### config.mk
export PLATFORM = sky130hd
export DESIGN_NAME = line_encoder
export DESIGN_NICKNAME = d
export VERILOG_FILES = /design/src/rtl/line_codec_pkg.sv /design/src/rtl/bin_to_bcd.sv /design/src/rtl/line_encoder.sv
export SDC_FILE = /design/constraint.sdc
export NUM_CORES = 1
export LEC_CHECK = 0
export CAP_MARGIN = 20
export CORE_AREA = 2 2 107 109
export CTS_BUF_LIST = sky130_fd_sc_hd__clkbuf_16
export DETAILED_ROUTE_END_ITERATION = 12
export DIE_AREA = 0 0 109 111
export DONT_BUFFER_PORTS = 1
export PLACE_DENSITY = 0.67
export SYNTH_ARGS = -nofsm -noshare
export SYNTH_HDL_FRONTEND = slang
export SYNTH_HIERARCHICAL = 1
export SYNTH_SLANG_ARGS = --single-unit
### constraint.sdc
create_clock -name clk -period 3.6 [get_ports clk]
set_input_delay 0.9 -clock clk [delete_from_list [all_inputs] [get_ports clk]]
set_output_delay 0.9 -clock clk [all_outputs]
set_load 0.02 [all_outputs]
### src/rtl/line_codec_pkg.sv
`default_nettype none
// +--------------------------------------------------------------------------+
// | line_codec_pkg                                                           |
// | Shared character codes, digit sizing and encoder FSM states for the      |
// | "row,col" line codec. LINE_ENCODER_CRLF_EN adds the EMIT_CR state.       |
// | Revision: 1.0                                                            |
// +--------------------------------------------------------------------------+
package line_codec_pkg;

    typedef enum logic [7:0] {
        NULL_CHAR = 8'h00,
        LF_CHAR   = 8'h0A,
        CR_CHAR   = 8'h0D,
        COMA_CHAR = 8'h2C,
        ZERO_CHAR = 8'h30,
        NINE_CHAR = 8'h39
    } char_t;

    typedef enum logic [3:0] {
        ST_IDLE       = 4'd0,
        ST_CONV_ROW   = 4'd1,
        ST_EMIT_ROW   = 4'd2,
        ST_EMIT_COMMA = 4'd3,
        ST_CONV_COL   = 4'd4,
        ST_EMIT_COL   = 4'd5,
`ifdef LINE_ENCODER_CRLF_EN
        ST_EMIT_CR    = 4'd6,
`endif
        ST_EMIT_LF    = 4'd7,
        ST_EMIT_NUL   = 4'd8,
        ST_DONE       = 4'd9
    } enc_state_t;

    // Number of decimal digits in the largest value representable in 'bits' bits.
    function automatic int digits_for_bits(input int bits);
        longint unsigned v;
        int              n;
        v = (64'd1 << bits) - 64'd1;
        n = 1;
        while (v >= 64'd10) begin
            v = v / 64'd10;
            n = n + 1;
        end
        return n;
    endfunction

endpackage
`default_nettype wire

### src/rtl/bin_to_bcd.sv
`default_nettype none
// +--------------------------------------------------------------------------+
// | bin_to_bcd                                                               |
// | Sequential double-dabble: busy for exactly GRID_BITS cycles after start. |
// | Revision: 1.0                                                            |
// +--------------------------------------------------------------------------+
module bin_to_bcd #(
    parameter int GRID_BITS = 17,
    parameter int DIGITS    = 6
) (
    input  logic                  clk,
    input  logic                  rst_n,
    input  logic                  start,
    input  logic [GRID_BITS-1:0]  bin,
    output logic                  busy,
    output logic [4*DIGITS-1:0]   bcd
);

    localparam int CNT_W = $clog2(GRID_BITS + 1);

    logic [GRID_BITS-1:0] r_shift;
    logic [4*DIGITS-1:0]  r_bcd;
    logic [CNT_W-1:0]     r_cnt;
    logic [4*DIGITS-1:0]  w_adj;

    always_comb begin
        w_adj = r_bcd;
        for (int i = 0; i < DIGITS; i++) begin
            if (r_bcd[4*i +: 4] >= 4'd5) begin
                w_adj[4*i +: 4] = r_bcd[4*i +: 4] + 4'd3;
            end
        end
    end

    always_ff @(posedge clk) begin
        if (!rst_n) begin
            r_shift <= '0;
            r_bcd   <= '0;
            r_cnt   <= '0;
        end else if (start) begin
            r_shift <= bin;
            r_bcd   <= '0;
            r_cnt   <= CNT_W'(GRID_BITS);
        end else if (r_cnt != '0) begin
            // DIGITS is sized for the full input range, so the dropped MSB is always zero.
            r_bcd   <= {w_adj[4*DIGITS-2:0], r_shift[GRID_BITS-1]};
            r_shift <= {r_shift[GRID_BITS-2:0], 1'b0};
            r_cnt   <= r_cnt - 1'b1;
        end
    end

    assign busy = (r_cnt != '0);
    assign bcd  = r_bcd;

endmodule
`default_nettype wire

### src/rtl/line_encoder.sv
`default_nettype none
// +--------------------------------------------------------------------------+
// | line_encoder                                                             |
// | Serialises (row,col) tiles into ASCII "row,col\n" lines, NUL at EOF.     |
// | LINE_ENCODER_CRLF_EN: terminate lines with "\r\n" instead of "\n".       |
// | Revision: 1.0                                                            |
// +--------------------------------------------------------------------------+
module line_encoder
    import line_codec_pkg::*;
#(
    parameter int GRID_BITS = 17
) (
    input  logic                 clk,
    input  logic                 rst_n,
    input  logic                 tile_valid,
    output logic                 tile_ready,
    input  logic [GRID_BITS-1:0] tile_row,
    input  logic [GRID_BITS-1:0] tile_col,
    input  logic                 end_of_file,
    output logic                 outbound_valid,
    input  logic                 outbound_ready,
    output logic [7:0]           outbound_byte,
    output logic                 done
);

    localparam int DIGITS = digits_for_bits(GRID_BITS);
    localparam int IDX_W  = (DIGITS > 1) ? $clog2(DIGITS) : 1;

    enc_state_t           r_state;
    logic [GRID_BITS-1:0] r_col;
    logic [IDX_W-1:0]     r_idx;
    logic                 r_tile_ready;
    logic                 r_out_valid;
    logic [7:0]           r_out_byte;
    logic                 r_done;
    logic                 r_eof_req;

    logic                 w_tile_hs;
    logic                 w_out_hs;
    logic                 w_eof;
    logic                 w_conv_start;
    logic                 w_conv_busy;
    logic [GRID_BITS-1:0] w_conv_bin;
    logic [4*DIGITS-1:0]  w_bcd;
    logic [IDX_W-1:0]     w_msd_idx;
    logic [IDX_W-1:0]     w_idx_dn;
    logic [7:0]           w_msd_byte;
    logic [7:0]           w_next_byte;

    assign w_tile_hs    = tile_valid && r_tile_ready;
    assign w_out_hs     = r_out_valid && outbound_ready;
    assign w_eof        = end_of_file || r_eof_req;
    // The converter is shared: loaded with the row on tile accept, with the column on comma accept.
    assign w_conv_start = w_tile_hs || ((r_state == ST_EMIT_COMMA) && w_out_hs);
    assign w_conv_bin   = w_tile_hs ? tile_row : r_col;

    bin_to_bcd #(
        .GRID_BITS (GRID_BITS),
        .DIGITS    (DIGITS)
    ) u_bin_to_bcd (
        .clk   (clk),
        .rst_n (rst_n),
        .start (w_conv_start),
        .bin   (w_conv_bin),
        .busy  (w_conv_busy),
        .bcd   (w_bcd)
    );

    // Most significant non-zero digit; an all-zero value still yields digit 0.
    always_comb begin
        w_msd_idx = '0;
        for (int i = 0; i < DIGITS; i++) begin
            if (w_bcd[4*i +: 4] != 4'd0) begin
                w_msd_idx = IDX_W'(i);
            end
        end
    end

    assign w_idx_dn    = (r_idx == '0) ? '0 : r_idx - 1'b1;
    assign w_msd_byte  = 8'(ZERO_CHAR) + {4'd0, w_bcd[4*int'(w_msd_idx) +: 4]};
    assign w_next_byte = 8'(ZERO_CHAR) + {4'd0, w_bcd[4*int'(w_idx_dn) +: 4]};

    always_ff @(posedge clk) begin
        if (!rst_n) begin
            r_state      <= ST_IDLE;
            r_col        <= '0;
            r_idx        <= '0;
            r_tile_ready <= 1'b0;
            r_out_valid  <= 1'b0;
            r_out_byte   <= 8'h00;
            r_done       <= 1'b0;
            r_eof_req    <= 1'b0;
        end else begin
            if (end_of_file) begin
                r_eof_req <= 1'b1;
            end
            case (r_state)
                ST_IDLE: begin
                    // An offered-and-ready tile is never dropped; EOF then follows its line.
                    if (w_tile_hs) begin
                        r_col        <= tile_col;
                        r_tile_ready <= 1'b0;
                        r_state      <= ST_CONV_ROW;
                    end else if (w_eof) begin
                        r_tile_ready <= 1'b0;
                        r_out_valid  <= 1'b1;
                        r_out_byte   <= 8'(NULL_CHAR);
                        r_state      <= ST_EMIT_NUL;
                    end else begin
                        r_tile_ready <= 1'b1;
                    end
                end
                ST_CONV_ROW, ST_CONV_COL: begin
                    if (!w_conv_busy) begin
                        r_out_valid <= 1'b1;
                        r_out_byte  <= w_msd_byte;
                        r_idx       <= w_msd_idx;
                        r_state     <= (r_state == ST_CONV_ROW) ? ST_EMIT_ROW : ST_EMIT_COL;
                    end
                end
                ST_EMIT_ROW, ST_EMIT_COL: begin
                    if (w_out_hs) begin
                        if (r_idx != '0) begin
                            r_idx      <= w_idx_dn;
                            r_out_byte <= w_next_byte;
                        end else if (r_state == ST_EMIT_ROW) begin
                            r_out_byte <= 8'(COMA_CHAR);
                            r_state    <= ST_EMIT_COMMA;
                        end else begin
`ifdef LINE_ENCODER_CRLF_EN
                            r_out_byte <= 8'(CR_CHAR);
                            r_state    <= ST_EMIT_CR;
`else
                            r_out_byte <= 8'(LF_CHAR);
                            r_state    <= ST_EMIT_LF;
`endif
                        end
                    end
                end
                ST_EMIT_COMMA: begin
                    if (w_out_hs) begin
                        r_out_valid <= 1'b0;
                        r_state     <= ST_CONV_COL;
                    end
                end
`ifdef LINE_ENCODER_CRLF_EN
                ST_EMIT_CR: begin
                    if (w_out_hs) begin
                        r_out_byte <= 8'(LF_CHAR);
                        r_state    <= ST_EMIT_LF;
                    end
                end
`endif
                ST_EMIT_LF: begin
                    if (w_out_hs) begin
                        r_out_valid  <= 1'b0;
                        r_tile_ready <= !w_eof;
                        r_state      <= ST_IDLE;
                    end
                end
                ST_EMIT_NUL: begin
                    if (w_out_hs) begin
                        r_out_valid <= 1'b0;
                        r_done      <= 1'b1;
                        r_state     <= ST_DONE;
                    end
                end
                ST_DONE: begin
                    r_out_valid  <= 1'b0;
                    r_tile_ready <= 1'b0;
                end
                default: begin
                    r_state <= ST_IDLE;
                end
            endcase
        end
    end

    assign tile_ready     = r_tile_ready;
    assign outbound_valid = r_out_valid;
    assign outbound_byte  = r_out_byte;
    assign done           = r_done;

endmodule
`default_nettype wire

==> metrics.cfg <==
[cts]
path_clk_slew_ns=0.06
cts_resized=0
post-cts-setup-buffer-count=0
cts_tree=yes
clk_latency_ns=0.34
cts_inserted_buffers=9
htreeDepth=3
postCtsHoldBufs=0
cts.sinks=80
root_buffer=clkbuf_16
cts_buffer_depth=2

[synthesis]
synth_ff_type=dfxtp_1
syn_area_mm2=0.004865
synth.avg_cell_area_um2=7.507
synth_seq_area_share_pct=32.92
syn_inst=648
synth_edf_count=0
yosysWarnings=6
synth_seq_cells=80
yosysUniqueCellTypes=71
async_reset_ff_share_pct=0

[status]
status=finished clean

[setup_path]
startpoint_type=flop
crit_path_end_kind=flop
rr_startpoint=r_state[0]$_SDFFE_PN0P_
slowest_stage=dfxtp_1
critPathArrivalTime_ns=2.88
cp_num_buf_inv=2
crit_required_ns=3.82
critPathTopFamily=simple AND/OR/NAND/NOR gates
reg2reg_depth=8
slowest_delay_ns=0.68
r2r-end=u_bin_to_bcd/bcd[10]$_SDFFE_PP0P_
critPathMaxFanout=28
crit_chain=and2_1, nand2_1, o31ai_1, buf_4, nand2b_1, buf_12, nor3_1, a211o_1
r2r_setup_slack_ns=0.95
worstSetupPathType=reg2reg

[hold_path]
hold_class=reg2reg
min_from=r_col[6]$_SDFFE_PN0P_
hold_end=r_col[6]$_SDFFE_PN0P_
hold_depth=2

[die]
die_h_um=111
initial_utilization_pct=43.92
rows=39
die_area_mm2=0.01210
core_area_mm2=0.01108
die_w_um=109
ios=50

[power]
power-per-cell-area_mw_per_mm2=821.3
ir_worst_vdd_v=0.0004098
finalPower_mw=4.248
leakage_nw=1.918

[detailed_routing]
dr_total_vias=4607
dr.pass1.iters=5
post-route-drc-count=0
drt_iter0_drc=314
drtAntennaViolNets=0
wl_um=12590
viasPerCell=5.968
wire_per_inst_um=16.31

[global_routing]
overflow=0
antenna_found_initial=0
grt_pass1_vias=4302
grt_max_degree=56
track_usage_pct=21.77
grt_pass1_wl_um=21020

[sta]
fmax_mhz=376.7
rsz0062_at_grt=false
fin_crit_sh_pct=73.74
max-slew-margin-rel_pct=36.66
setup_slack_ns=0.9455
tightest_slew_ns=0.9481
finClkSkew_ns=0.008450
slew_viol_final=0
finalCriticalPeriod_ns=2.655
hold_viol=0
tns_ns=0
setup_viol_count_final=0

[final_layout]
fin_util_pct=46.70
syn2layout_area_growth_pct=6.327
diodes=0
final_nets=676
layout_common_cells=137 x nand2_1, 80 x dfxtp_1, 61 x a21oi_1, 47 x o21ai_0, 30 x nor3_1
drive_gt1_share_pct=6.518
final_common_cell=nand2_1

[placed_design]
port_buffers=0
preCtsSetupSlack_ns=0.8836
dp_hpwl_um=8721
gp_congestion=0.9175

[job]
max_cap_violations=0

-- per-stage QoR --
step | hold slack, ns | area, µm² | instances
after detailed placement | 0.4499 | 4853 | 756
after CTS | 0.4595 | 5172 | 772
final | 0.4575 | 5172 | 772
after floorplan | 0.4366 | 4868 | 649
after global placement | 0.4444 | 4853 | 756
after global routing | 0.4809 | 5172 | 772
-- layout make-up --
cell class                      instances  area [µm²]
Sequential cell                        80        1602
Multi-Input combinational cell        500        2910
Clock buffer                            9       225.2
Tap cell                              143       178.9
Fill cell                            1129        5904
Clock inverter                          7       93.84
Timing Repair Buffer                    7       65.06
Inverter                               26       97.59
-- kinds of logic (layout without fill, tap and decap cells) --
| family | Yosys count | count (layout) | synth area share (%) |
|---|---|---|---|
| DFF | 80 | 80 | 32.92 |
| buffers and inverters | 69 | 49 | 7.330 |
| AOI/OAI and AO/OA | 183 | 183 | 23.56 |
| other | 1 | 2 | 0.07709 |
| xor gates and xnor gates | 4 | 4 | 0.7203 |
| and+or+nand+nor | 286 | 286 | 29.55 |
| adders and majority gates | 13 | 13 | 3.344 |
| muxes | 12 | 12 | 2.495 |
-- worst max-delay path by stage --
stage	endpoint	cells after the start	slack (ns)	from
floorplan	u_bin_to_bcd/r_cnt[1]$_SDFFE_PP0P_	9	0.90	tile_valid
global placement	u_bin_to_bcd/bcd[21]$_SDFFE_PP0P_	8	0.94	outbound_ready
detailed placement	u_bin_to_bcd/bcd[21]$_SDFFE_PP0P_	8	0.88	outbound_ready
CTS	u_bin_to_bcd/bcd[10]$_SDFFE_PP0P_	8	0.98	r_state[0]$_SDFFE_PN0P_
global route	u_bin_to_bcd/bcd[10]$_SDFFE_PP0P_	8	0.81	r_state[0]$_SDFFE_PN0P_
finish	u_bin_to_bcd/bcd[10]$_SDFFE_PP0P_	8	0.95	r_state[0]$_SDFFE_PN0P_
-- metal layers --
metal / up-vias / GRT usage [%] / part of all wire (%)
li1: 2270 / - / -
met1: 2174 / 27.95 / 44
met2: 138 / 34.58 / 48
met3: 25 / 4.997 / 5.7
met4: 0 / 9.487 / 2.5
met5: - / 0 / 0
-- synth_stat cells (2+ instances only) --
| cell | instances | area share (%) |
|---|---|---|
| a221oi_1 | 2 | 0.36 |
| a2111oi_0 | 2 | 0.36 |
| nand2_1 | 137 | 11 |
| o211ai_1 | 3 | 0.46 |
| buf_6 | 3 | 0.69 |
| nand2b_1 | 13 | 1.7 |
| nor4b_1 | 3 | 0.54 |
| nor3b_1 | 7 | 1.1 |
| a31oi_1 | 21 | 2.7 |
| and3_1 | 6 | 0.77 |
| buf_4 | 3 | 0.46 |
| a21oi_1 | 61 | 6.3 |
| clkbuf_1 | 21 | 1.6 |
| buf_12 | 3 | 1.2 |
| and2_1 | 7 | 0.90 |
| o21ai_0 | 47 | 4.8 |
| a211oi_1 | 7 | 1.1 |
| inv_1 | 25 | 1.9 |
| nor2_1 | 23 | 1.8 |
| nand3b_1 | 2 | 0.31 |
| dfxtp_1 | 80 | 33 |
| nand3_1 | 13 | 1.3 |
| a21o_1 | 3 | 0.46 |
| a22oi_1 | 3 | 0.46 |
| and3b_1 | 2 | 0.36 |
| mux2i_1 | 11 | 2.3 |
| nand4_1 | 6 | 0.77 |
| a211o_1 | 6 | 1.1 |
| buf_2 | 12 | 1.2 |
| o31ai_1 | 8 | 1.2 |
| nor4_1 | 9 | 1.2 |
| or3_1 | 2 | 0.26 |
| ha_1 | 13 | 3.3 |
| nor2b_1 | 7 | 0.90 |
| xnor2_1 | 3 | 0.54 |
| o221a_2 | 4 | 0.93 |
| or4_1 | 7 | 1.1 |
| nor3_1 | 30 | 3.1 |
-- sequential cells by signal, summed over array words and instances, names as in the netlist --
signal                flops
r_idx                     3
u_bin_to_bcd/bcd         24
outbound_byte             6
outbound_valid            1
tile_ready                1
r_state                   4
r_eof_req                 1
u_bin_to_bcd/r_shift     17
u_bin_to_bcd/r_cnt        5
r_col                    17
done                      1
-- power by group --
| part | switching, mW | total (mW) | internal (mW) |
|---|---|---|---|
| combinational | 1.18 | 1.89 | 0.706 |
| clock | 0.387 | 0.996 | 0.609 |
| sequential | 0.308 | 1.36 | 1.05 |
-- tightest hold or removal path, stage by stage (launching register included) --
cell and delay (ns):
dfxtp_1 0.31, nand2_1 0.05, a21oi_1 0.05
Power figures use the tool's default switching activity.
